**src/rtl/i2c_arb_pkg.sv**
```systemverilog
// Shared types for the I2C command arbiter: FSM state encoding and arbitration mode names.
package i2c_arb_pkg;

  typedef enum logic {
    IDLE = 1'b0,
    OWN  = 1'b1
  } arb_state_t;

  localparam string MODE_RR    = "RR";
  localparam string MODE_FIXED = "FIXED";

endpackage

```
**src/rtl/i2c_cmd_arbiter_rr_priority_pick.sv**
```systemverilog
// Combinational circular priority pick: first asserted request at or after start, wrapping.
// Zero latency; purely combinational, no backpressure.
module rr_priority_pick #(
  parameter  int N  = 8,
  localparam int IW = $clog2(N)
) (
  input  logic [N-1:0]  req,
  input  logic [IW-1:0] start,
  output logic [N-1:0]  grant,
  output logic [IW-1:0] idx,
  output logic          any
);

  always_comb begin
    grant = '0;
    idx   = '0;
    any   = 1'b0;
    for (int i = 0; i < N; i++) begin
      int j;
      j = int'(start) + i;
      if (j >= N) j = j - N;
      if (!any && req[j]) begin
        any      = 1'b1;
        grant[j] = 1'b1;
        idx      = IW'(j);
      end
    end
  end

endmodule

```
**src/rtl/i2c_cmd_arbiter.sv**
```systemverilog
// Arbitrates NPORT requesters onto one I2C master command port; grant registered one cycle after request.
// Owner's command beat passes through combinationally; m_ready backpressures only the owner.
module i2c_cmd_arbiter
  import i2c_arb_pkg::*;
#(
  parameter int    NPORT   = 8,
  parameter int    CSIZE   = 4,
  parameter int    DSIZE   = 8,
  parameter string MODE    = "RR",
  parameter int    TIMEOUT = 65535,
  localparam int   IW      = $clog2(NPORT)
) (
  input  logic                   clock,
  input  logic                   rst,
  input  logic [NPORT-1:0]       s_req,
  output logic [NPORT-1:0]       s_grant,
  input  logic [NPORT-1:0]       s_release,
  input  logic [NPORT-1:0]       s_valid,
  output logic [NPORT-1:0]       s_ready,
  input  logic [NPORT*CSIZE-1:0] s_cmd,
  input  logic [NPORT*DSIZE-1:0] s_data,
  output logic [NPORT-1:0]       s_rd_valid,
  output logic [DSIZE-1:0]       s_rd_data,
  output logic                   m_valid,
  input  logic                   m_ready,
  output logic [CSIZE-1:0]       m_cmd,
  output logic [DSIZE-1:0]       m_data,
  input  logic                   m_rd_valid,
  input  logic [DSIZE-1:0]       m_rd_data,
  output logic [IW-1:0]          owner_id,
  output logic                   busy,
  output logic                   timeout_err
);

  localparam int WW         = (TIMEOUT < 2) ? 1 : $clog2(TIMEOUT + 1);
  localparam bit FIXED_MODE = (MODE == MODE_FIXED);

  arb_state_t       state;
  logic [NPORT-1:0] grant_q;
  logic [IW-1:0]    owner;
  logic [IW-1:0]    ptr;
  logic [WW-1:0]    wd_cnt;
  logic             timeout_q;

  logic [NPORT-1:0] win_oh;
  logic [IW-1:0]    win_idx;
  logic             win_any;
  logic [IW-1:0]    start_ptr;

  logic own_act;
  logic beat;
  logic rel;
  logic wd_fire;

  function automatic logic [IW-1:0] wrap_inc(input logic [IW-1:0] i);
    return (i == IW'(NPORT - 1)) ? '0 : i + 1'b1;
  endfunction

  assign start_ptr = FIXED_MODE ? '0 : ptr;

  rr_priority_pick #(.N(NPORT)) u_pick (
    .req   (s_req),
    .start (start_ptr),
    .grant (win_oh),
    .idx   (win_idx),
    .any   (win_any)
  );

  // Gating with rst keeps a beat from slipping out in the cycle reset is applied.
  assign own_act = (state == OWN) && !rst;
  assign beat    = own_act && s_valid[owner] && m_ready;
  assign rel     = s_release[owner];
  assign wd_fire = (TIMEOUT != 0) && !beat && (wd_cnt == WW'(TIMEOUT - 1));

  always_ff @(posedge clock) begin
    if (rst) begin
      state     <= IDLE;
      grant_q   <= '0;
      owner     <= '0;
      ptr       <= '0;
      wd_cnt    <= '0;
      timeout_q <= 1'b0;
    end else begin
      timeout_q <= 1'b0;
      case (state)
        IDLE: begin
          if (win_any) begin
            state   <= OWN;
            grant_q <= win_oh;
            owner   <= win_idx;
            ptr     <= wrap_inc(win_idx);
            wd_cnt  <= '0;
          end
        end
        OWN: begin
          // A release arriving with watchdog expiry wins: no error pulse.
          if (rel) begin
            state   <= IDLE;
            grant_q <= '0;
            wd_cnt  <= '0;
          end else if (wd_fire) begin
            state     <= IDLE;
            grant_q   <= '0;
            wd_cnt    <= '0;
            ptr       <= wrap_inc(owner);
            timeout_q <= 1'b1;
          end else if (beat) begin
            wd_cnt <= '0;
          end else if (TIMEOUT != 0) begin
            wd_cnt <= wd_cnt + 1'b1;
          end
        end
        default: state <= IDLE;
      endcase
    end
  end

  always_comb begin
    s_ready    = '0;
    s_rd_valid = '0;
    m_valid    = 1'b0;
    if (own_act) begin
      s_ready[owner]    = m_ready;
      s_rd_valid[owner] = m_rd_valid;
      m_valid           = s_valid[owner];
    end
  end

  assign m_cmd       = s_cmd[int'(owner)*CSIZE +: CSIZE];
  assign m_data      = s_data[int'(owner)*DSIZE +: DSIZE];
  assign s_rd_data   = m_rd_data;
  assign s_grant     = grant_q;
  assign owner_id    = owner;
  assign busy        = (state == OWN);
  assign timeout_err = timeout_q;

endmodule
```
**config.mk**
```make
export PLATFORM = sky130hd
export DESIGN_NAME = i2c_cmd_arbiter
export DESIGN_NICKNAME = d
export VERILOG_FILES = /design/src/rtl/i2c_arb_pkg.sv /design/src/rtl/i2c_cmd_arbiter_rr_priority_pick.sv /design/src/rtl/i2c_cmd_arbiter.sv
export SDC_FILE = /design/constraint.sdc
export NUM_CORES = 1
export LEC_CHECK = 0
export CORE_MARGIN = 5
export CORE_UTILIZATION = 39
export CTS_CLUSTER_DIAMETER = 200
export DETAILED_ROUTE_END_ITERATION = 12
export GPL_TIMING_DRIVEN = 0
export PLACE_DENSITY = 0.78
export SLEW_MARGIN = 10
export SYNTH_ARGS = -nofsm -noshare
export SYNTH_HDL_FRONTEND = slang
export SYNTH_SLANG_ARGS = --single-unit
```
**constraint.sdc**
```tcl
create_clock -name clock -period 4.09 [get_ports clock]
set_clock_uncertainty 0.2 [all_clocks]
set_input_delay 0.6135 -clock clock [delete_from_list [all_inputs] [get_ports clock]]
set_output_delay 0.6135 -clock clock [all_outputs]
set_load 0.02 [all_outputs]
```
==> metrics, run 1 <==
Avg Inst Size Synth 8.86 sq um; Mapped Cells 456; Max VDD drop 0.407 mV; Core ar. 0.0102 sq mm; IO Pins 182; largest net degree at the start of global routing 20; GRT Total Usage 0.232; final hold violations 0; H-Tree Depth 2; Worst-path clk slew 0.07 ns; Synth top cells by count nor2_1 (43), nand2_1 (39), dfxtp_1 (32); TritonCTS clock tree done; CP Capture Type register; Yosys warning count 0; crit path max fanout 10; Post-Synthesis Cell Area 0.00404 sq mm; vias in the first global route 4,798; port bufs 173; crit-path cells inv_2, buf_6, ha_4, buf_6, buf_12, mux2i_1, mux4_2, a22oi_4, buf_4, nor3_1, a21boi_0, a221o_1, and2_1, ha_1, nor2b_1, a211oi_2, a211oi_1; Synth async-reset ratio 0; Peak Freq 251 MHz; class of the most critical setup path reg -> reg; DIE HEIGHT 112 microns; CTS Sinks 32; Root Buffer clkbuf_8; power per cell area 640 mW/mm^2; # rows 37; share of layout cells above drive strength 1 0.186; final setup TNS 0 ns; Post-synth EDFFs 0; status finished clean; Net count, final 796; P&R area growth vs syn 54.9%; Slew Viols, Final 0; post-layout min period 3.99 ns; DRT antenna net count 0; minimum hold slack 0.262 ns; Worst Hold Class reg -> reg; Initial Utilization 0.395; Max stage delay cell, worst path mux4_2; Final setup viols 0; WP data arrival 3.94 ns; hpwl dp 11,900 microns; Finished Cell Area 0.00626 sq mm; largest area contributor in the netlist dfxtp_1; n_diodes 0; TritonCTS Buffers 5; Final GP Congestion 0.910; vias 4,551; post-cts hold buffer count 0; Synth top area share 0.159; final wirelength 14,900 microns; crit-path max cell delay 0.54 ns; 1st-pass router iterations 6; initial antenna violation count 0; grt ovf 0; Mapped Nets 602; Synth area leaders dfxtp_1 (16%), mux4_2 (14%), mux2_2 (5.0%); sequential element share of the synthesized area 0.159; Synth Flop Type dfxtp_1; distinct cell type count after synthesis 75; Leak 2.28 nW; maximum root-to-sink buffer count 2; drt drc 0; Worst Path Required 4.04 ns; max_cap viols 0; Max-slew headroom 0.474; CP startpoint kind register; Iter 0 DRT Violations 405; die area 0.0125 sq mm; RSZ-0062 raised after global routing yes; slew at the pin closest to its max-slew limit 0.789 ns; period utilization 0.975; DP Area 0.00595 sq mm; Yosys reg bits 32; Via density 5.78; cell repeated most along the worst path buf_6; wire per inst 18.9 microns; global-route wire length before repair 23,900 microns; most frequent cell after synthesis nor2_1; Clock Latency Late Sink 0.28 ns; Die Wd 112 microns
==> logic make-up (layout without fill, tap and decap cells) <==
kind of cell               Yosys count  after routing  share of synthesized area
muxes                               69             69                      0.274
AOI/OAI and AO/OA                  104            104                      0.198
and+or+nand+nor                    174            174                      0.226
DFF                                 32             32                      0.159
adders and majority gates           14             14                     0.0434
xor gates and xnor gates            14             14                     0.0303
buffers and inverters               49            244                     0.0691
==> cell usage in the layout (no fill, tap or decap), types with 6 or more instances in the layout <==
cell,instances
a21oi_1,17
a22oi_1,6
nor2_1,43
xor2_1,10
nor3_1,11
mux4_2,26
ha_1,12
nand2_1,39
buf_4,25
o21ai_0,21
inv_1,8
mux2_2,18
nand4_1,8
dfxtp_1,30
clkdlybuf4s50_1,173
nand3_1,21
nor3b_1,6
and2_1,9
clkbuf_1,11
buf_6,6
mux2i_1,19
==> critical path: cells and delay by family (launching register included) <==
family / cells / cell delay (ns)
AOI/OAI and AO/OA: 5 / 1.06
adders and majority gates: 2 / 0.50
buffers and inverters: 5 / 0.64
DFF: 1 / 0.37
muxes: 2 / 0.68
and+or+nand+nor: 3 / 0.41
==> timing repair <==
action                                  in CTS  in global routing
pin swaps                                    6                  2
resized for setup                           19                  9
endpoints found under the setup margin      29                 10
setup buffers                               11                  4
==> layer usage <==
layer,wire [microns],vias up,track usage
met4,564,0,0.0892
met2,7640,224,0.421
met1,5510,2135,0.257
met3,1190,50,0.0625
met5,0,-,0
li1,-,2142,-
==> stage by stage <==
stage | setup WS [ns] | util | power [W] | std cells
global route | -0.0803 | 0.612 | 0.00429 | 787
global placement | -0.331 | 0.581 | 0.00343 | 765
detailed placement | -0.401 | 0.581 | 0.00347 | 765
floorplan | 0.0332 | - | 0.00257 | 456
CTS | 0.0164 | 0.606 | 0.00393 | 783
finish | 0.102 | 0.612 | 0.00401 | 787
==> cell type report <==
cell class / instances / area (sq um)
tap: 136 / 170
fill: 875 / 3970
sequential: 32 / 648
clock buffer: 6 / 72.6
buffer: 37 / 263
inverter: 11 / 57.6
clock inverter: 2 / 35.0
timing repair buffer: 188 / 1840
multi-input combinational: 375 / 3170
==> registers in the layout, summed over array words and instances (netlist names) <==
signal       flops
timeout_err      1
s_grant          8
busy             1
wd_cnt          16
ptr              3
owner_id         3
==> report_power, final <==
part	switching (W)	internal (W)
registers	0.0000512	0.000376
clock network	0.000124	0.000181
logic	0.00175	0.00153
==> final timing paths <==
path | to | startpoint | cells past startpoint | slack [ns]
max reg2reg | ptr[2] | ptr[0] | 17 | 0.10
max | ptr[2] | ptr[0] | 17 | 0.10
min reg2reg | s_grant[4] | s_grant[4] | 2 | 0.26
min | s_grant[4] | s_grant[4] | 2 | 0.26
No activity file was read; power rests on OpenSTA's default activity.
==> run 2: changes to the inputs <==
ABC_AREA = 1   (was unset)
CORE_UTILIZATION = 38   (was 39)
CTS_CLUSTER_DIAMETER = 40   (was 200)
PLACE_DENSITY = 0.77   (was 0.78)
==> run 2 against run 1 <==
Synthesized cell count rose by 46%; via count is 19% higher; worst hold slack better by 0.0064 ns; sequential cell count is the same; die area fell by 1.4%; critical endpoint is now ptr[1]; register-to-register slack better by 0.20 ns; sequential power is essentially flat; wire length increased by 15%; core utilization decreased by 1.7 points; combinational power down 13%; count of clock-buffer cells in the layout decreased by 1.
==> metrics, run 2 <==
status finished clean; Worst Path Required 4.10 ns; Root Buffer clkbuf_8; register share of total power 0.122; Slew Viols, Final 0; CP startpoint kind register; n_diodes 0; crit path max fanout 20; Finished Layout Cells 981; slew at the pin closest to its max-slew limit 0.736 ns; most frequent cells in the layout nand2_1 (174), clkdlybuf4s50_1 (173), nor2_1 (80), nand3_1 (78), inv_1 (55); Worst Min Path Start s_grant[3]; hold endpoint s_grant[3]; period utilization 0.925; sequential element share of the synthesized area 0.165; Buf/Inv on CP 6; minimum hold slack 0.269 ns; DIE HEIGHT 111 microns; TritonCTS clock tree done; die area 0.0123 sq mm; DP Area 0.00577 sq mm; port bufs 173; P&R area growth vs syn 51.4%; final wirelength 17,100 microns; register-to-register path setup slack 0.31 ns; Levels on crit path 23; post-synthesis mux area share 0; Max-slew headroom 0.506; Worst-path clk slew 0.07 ns; Via density 5.53; post-layout min period 3.78 ns; Synth Area in Compound Gates 0.148; class of the most critical setup path reg -> reg; main combinational cell family by area after synthesis simple AND/OR/NAND/NOR gates; CTS Sinks 32; grt ovf 0; Iter 0 DRT Violations 474; Leak 2.46 nW; RSZ-0062 raised after global routing no; cell repeated most along the worst path nand2_1; vias in the first global route 5,260; DRT antenna net count 0; met3 WL 1340 microns; IO Pins 182; largest net degree at the start of global routing 21; Synth top cells by count nand2_1 (174), nor2_1 (80), nand3_1 (78); Worst Hold Class reg -> reg; TritonCTS Buffers 5; largest area contributor in the netlist nand2_1; Synth top area share 0.169; Cells on Worst Hold Path 2; Post-Synthesis Cell Area 0.00387 sq mm; Synth Area in Adders 0.0452; drt drc 0; largest register by flop count wd_cnt; Max stage delay cell, worst path dfxtp_1; switching share of total power 0.580; Top delay family on crit path simple AND/OR/NAND/NOR gates; RR Startpoint ptr[0]; maximum root-to-sink buffer count 2; placed insts 974; # rows 36; switching power 0.00205 W; CP Capture Type register; XOR/XNOR share of the synthesized area 0.0200; 1st-pass router iterations 6; Final setup viols 0; CTS resizes 1; wire per inst 17.4 microns; Pint 0.00148 W; Post-CTS Setup Bufs 0; most frequent cell after synthesis nand2_1; clock network power share 0.068; Initial Utilization 0.393; Mapped Cells 668; Yosys warning count 0; hpwl dp 14,100 microns; most common cell after layout, fill and taps aside nand2_1; wl on met1 6770 microns; share of layout cells above drive strength 1 0.0778; vias 5,424; distinct cell type count after synthesis 45; Worst R2R End ptr[1]; setup ws final 0.307 ns; post-cts hold buffer count 0; Simple-Gate Fraction of Synth Area 0.502; Clock Latency Late Sink 0.28 ns; Mapped Nets 814; Worst Reg-to-Reg Cells 23; crit-path cells buf_4, inv_2, buf_6, ha_1, clkbuf_2, nand3_1, nand2_1, nand2_1, nand2_1, inv_1, nand3_1, inv_1, nand2_1, nand3_1, nor2_1, nand3_1, ha_1, ha_1, nor2_1, nand2_1, o21ai_0, o21ai_1, a21oi_1; Synth Flop Type dfxtp_1; initial antenna violation count 0; Synth area leaders nand2_1 (17%), dfxtp_1 (17%), nand3_1 (10%); Avg Inst Size Synth 5.80 sq um; global-route wire length before repair 27,100 microns; Setup WS pre-CTS -0.106 ns; max layer used met4; Peak Freq 264 MHz; Post-synth EDFFs 0; power per cell area 602 mW/mm^2; Finished Cell Area 0.00587 sq mm; max_cap viols 0; max FFs per register 16; Yosys reg bits 32; H-Tree Depth 2; final hold violations 0; combinational share of power 0.810; Synth async-reset ratio 0; GRT Total Usage 0.266; met2 WL post-DR 8250 microns; Die Wd 111 microns; crit-path max cell delay 0.34 ns; Net count, final 993; Max VDD drop 0.511 mV; Core ar. 0.00986 sq mm; WP data arrival 3.79 ns; Final GP Congestion 0.963
## run 2: cell types whose count changed in the layout (fill, tap and decap cells not counted), moves of 12 or more
cell	before	now
nand2_1	39	174
nand3_1	21	78
inv_1	8	55
nor2_1	43	80
mux4_2	26	0
nand4_1	8	31
nor3_1	11	32
mux2i_1	19	0
mux2_2	18	0
o21ai_0	21	5
buf_4	25	10
inv_2	1	14
a21oi_1	17	29
## run 2: layer usage
layer	track usage	up-vias
met5	0	-
met4	0.106	0
met3	0.0497	56
met2	0.470	301
met1	0.316	2450
li1	-	2617
## run 2: logic make-up after synthesis
kind of cell	count (synthesis)
flops	32
compound gates	86
fa+ha+maj	14
xor+xnor	8
buf+inv	107
simple gates	421
## run 2: worst min-delay path: stages (launching register included)
cell and delay, ns:
dfxtp_1 0.31, nand2_1 0.06, a21oi_1 0.05
## run 2: power groups by stage
stage | combinational [W] | sequential (W) | clock [W]
final | 0.00286 | 0.000430 | 0.000240
after global routing | 0.00311 | 0.000441 | 0.000259
after CTS | 0.00281 | 0.000428 | 0.000248
after detailed placement | 0.00280 | 0.000435 | 0
after global placement | 0.00277 | 0.000431 | 0
after floorplan | 0.00179 | 0.000461 | 0
## run 2: worst max-delay path by stage
stage | startpoint | end | slack (ns)
after floorplan | ptr[0] | ptr[1] | 0.61
after global placement | ptr[0] | ptr[1] | -0.08
after detailed placement | ptr[0] | ptr[1] | -0.11
final | ptr[0] | ptr[1] | 0.31
after CTS | ptr[1] | ptr[1] | 0.06
after global routing | ptr[0] | ptr[1] | 0.03
## run 2: layout make-up
| type | count | area (sq um) |
|---|---|---|
| clock inverters | 3 | 18.8 |
| well taps | 133 | 166 |
| inverters | 72 | 270 |
| repair buffers | 173 | 1730 |
| flip-flops and latches | 32 | 642 |
| fillers | 952 | 4000 |
| plain buffers | 34 | 191 |
| clock buffers | 5 | 68.8 |
| multi-input cells | 529 | 2780 |
## run 2: metrics by stage
step           setup TNS [ns]  power [W]   util
6_report                    0    0.00353  0.595
3_5_place_dp           -0.152    0.00324  0.585
4_1_cts                     0    0.00349  0.594
2_1_floorplan               0    0.00225      -
3_3_place_gp          -0.0942    0.00320  0.585
5_1_grt                     0    0.00381  0.595
==> RTL edit, RTL diff (settings of run 1) <==
Set the parameter `TIMEOUT` to 262140 (it was 65535).
--- a/src/rtl/i2c_cmd_arbiter.sv
+++ b/src/rtl/i2c_cmd_arbiter.sv
@@ -8,5 +8,5 @@
   parameter int    DSIZE   = 8,
   parameter string MODE    = "RR",
-  parameter int    TIMEOUT = 65535,
+  parameter int    TIMEOUT = 262140,
   localparam int   IW      = $clog2(NPORT)
 ) (
Function: same outputs for any inputs over 4 cycles, from zero or initial values and one cycle with rst high; that may be too few to reach the edited logic, so the function may still have changed.
==> RTL edit against run 1 <==
  * Critical path depth fell by 2
  * Final area rose by 4.0%
  * Via count rose by 12%
  * Power rose by 12%
  * Sequential cell count rose by 2
  * Core utilization rose by 1.9 points
  * Maximum frequency fell by 1.9%
  * Worst setup slack got worse by 77 ps
  * Wire length rose by 16%
  * Count of clock-buffer cells in the layout fell by 1
  * Clock power rose by 24%
  * Synthesized area rose by 1.9%
  * Critical path type unchanged
  * Highest routed layer unchanged
==> RTL edit: results (changes against run 1) <==
status=completed; routed length on met1=6400 um (+16%); HP Start=s_grant[5]$_SDFFE_PP0P_; worst r2r path cells=15 (-2); met3 Use GR=0.0401 (-0.0224); met1 usage=0.290 (+0.0336); Place WS=-884 ps (-483 ps); Final Wtd Congestion=0.943 (+3.6%); unique cell type count in the Yosys netlist=69 (-8.0%); Logic pwr share=0.810 (-0.007); Max FO, Critical Path=11 (+1); sequential share of the synthesized area=0.165 (+0.00684); post-synthesis compound-gate area fraction=0.221 (+0.0234); DR WL met3=1280 um (+7.8%); number of nets in the layout=852 (+7.0%); total vias in the final route=5080 (+12%); Post-Syn Instances=513 (+13%); placed wire-length estimate=13700 um (+15%); drt pass-1 iters=5 (-1); met2 wire len=9080 um (+19%); Synth area leaders=dfxtp_1 17%, mux4_2 9.9%, mux2i_1 8.5%; Post-Synth XOR/XNOR Area=0.0447 (+0.0143); GRT Overall Usage=0.255 (+0.0234); total nets after synthesis=658 (+9.3%); global-route wire length before repair=26600 um (+11%); I/O Buffers=172 (-0.58%); switching power=2.22 mW (+16%); layout cells sized above 1=0.158 (-0.0277); LEAKAGE=2.37 nW (+3.6%)
RTL edit: timing repair:
item                                    in CTS  in global routing
buffers inserted                             7                 11
gates resized for setup                     33                 22
pin swaps                                    7                  9
gates cloned                                 0                  1
endpoints found under the setup margin      60                 52
RTL edit: worst max-delay path, cell delays in order, from the launching register on:
cell and delay, ps:
dfxtp_4 380, buf_8 120, buf_12 120, clkinvlp_4 90
buf_8 150, ha_4 350, mux2_4 320, mux4_2 520
a2bb2oi_4 210, buf_8 150, nor3_4 340, a222oi_1 200
a22oi_2 240, ha_2 300, mux2i_1 150, a211oi_1 80
RTL edit: area by class of cell:
| type | count | area [um2] |
|---|---|---|
| plain buffers | 41 | 272 |
| clock buffers | 5 | 68.8 |
| clock inverters | 3 | 68.8 |
| fillers | 879 | 3820 |
| inverters | 9 | 37.5 |
| multi-input cells | 425 | 3320 |
| flip-flops and latches | 34 | 689 |
| well taps | 136 | 170 |
| repair buffers | 191 | 1880 |
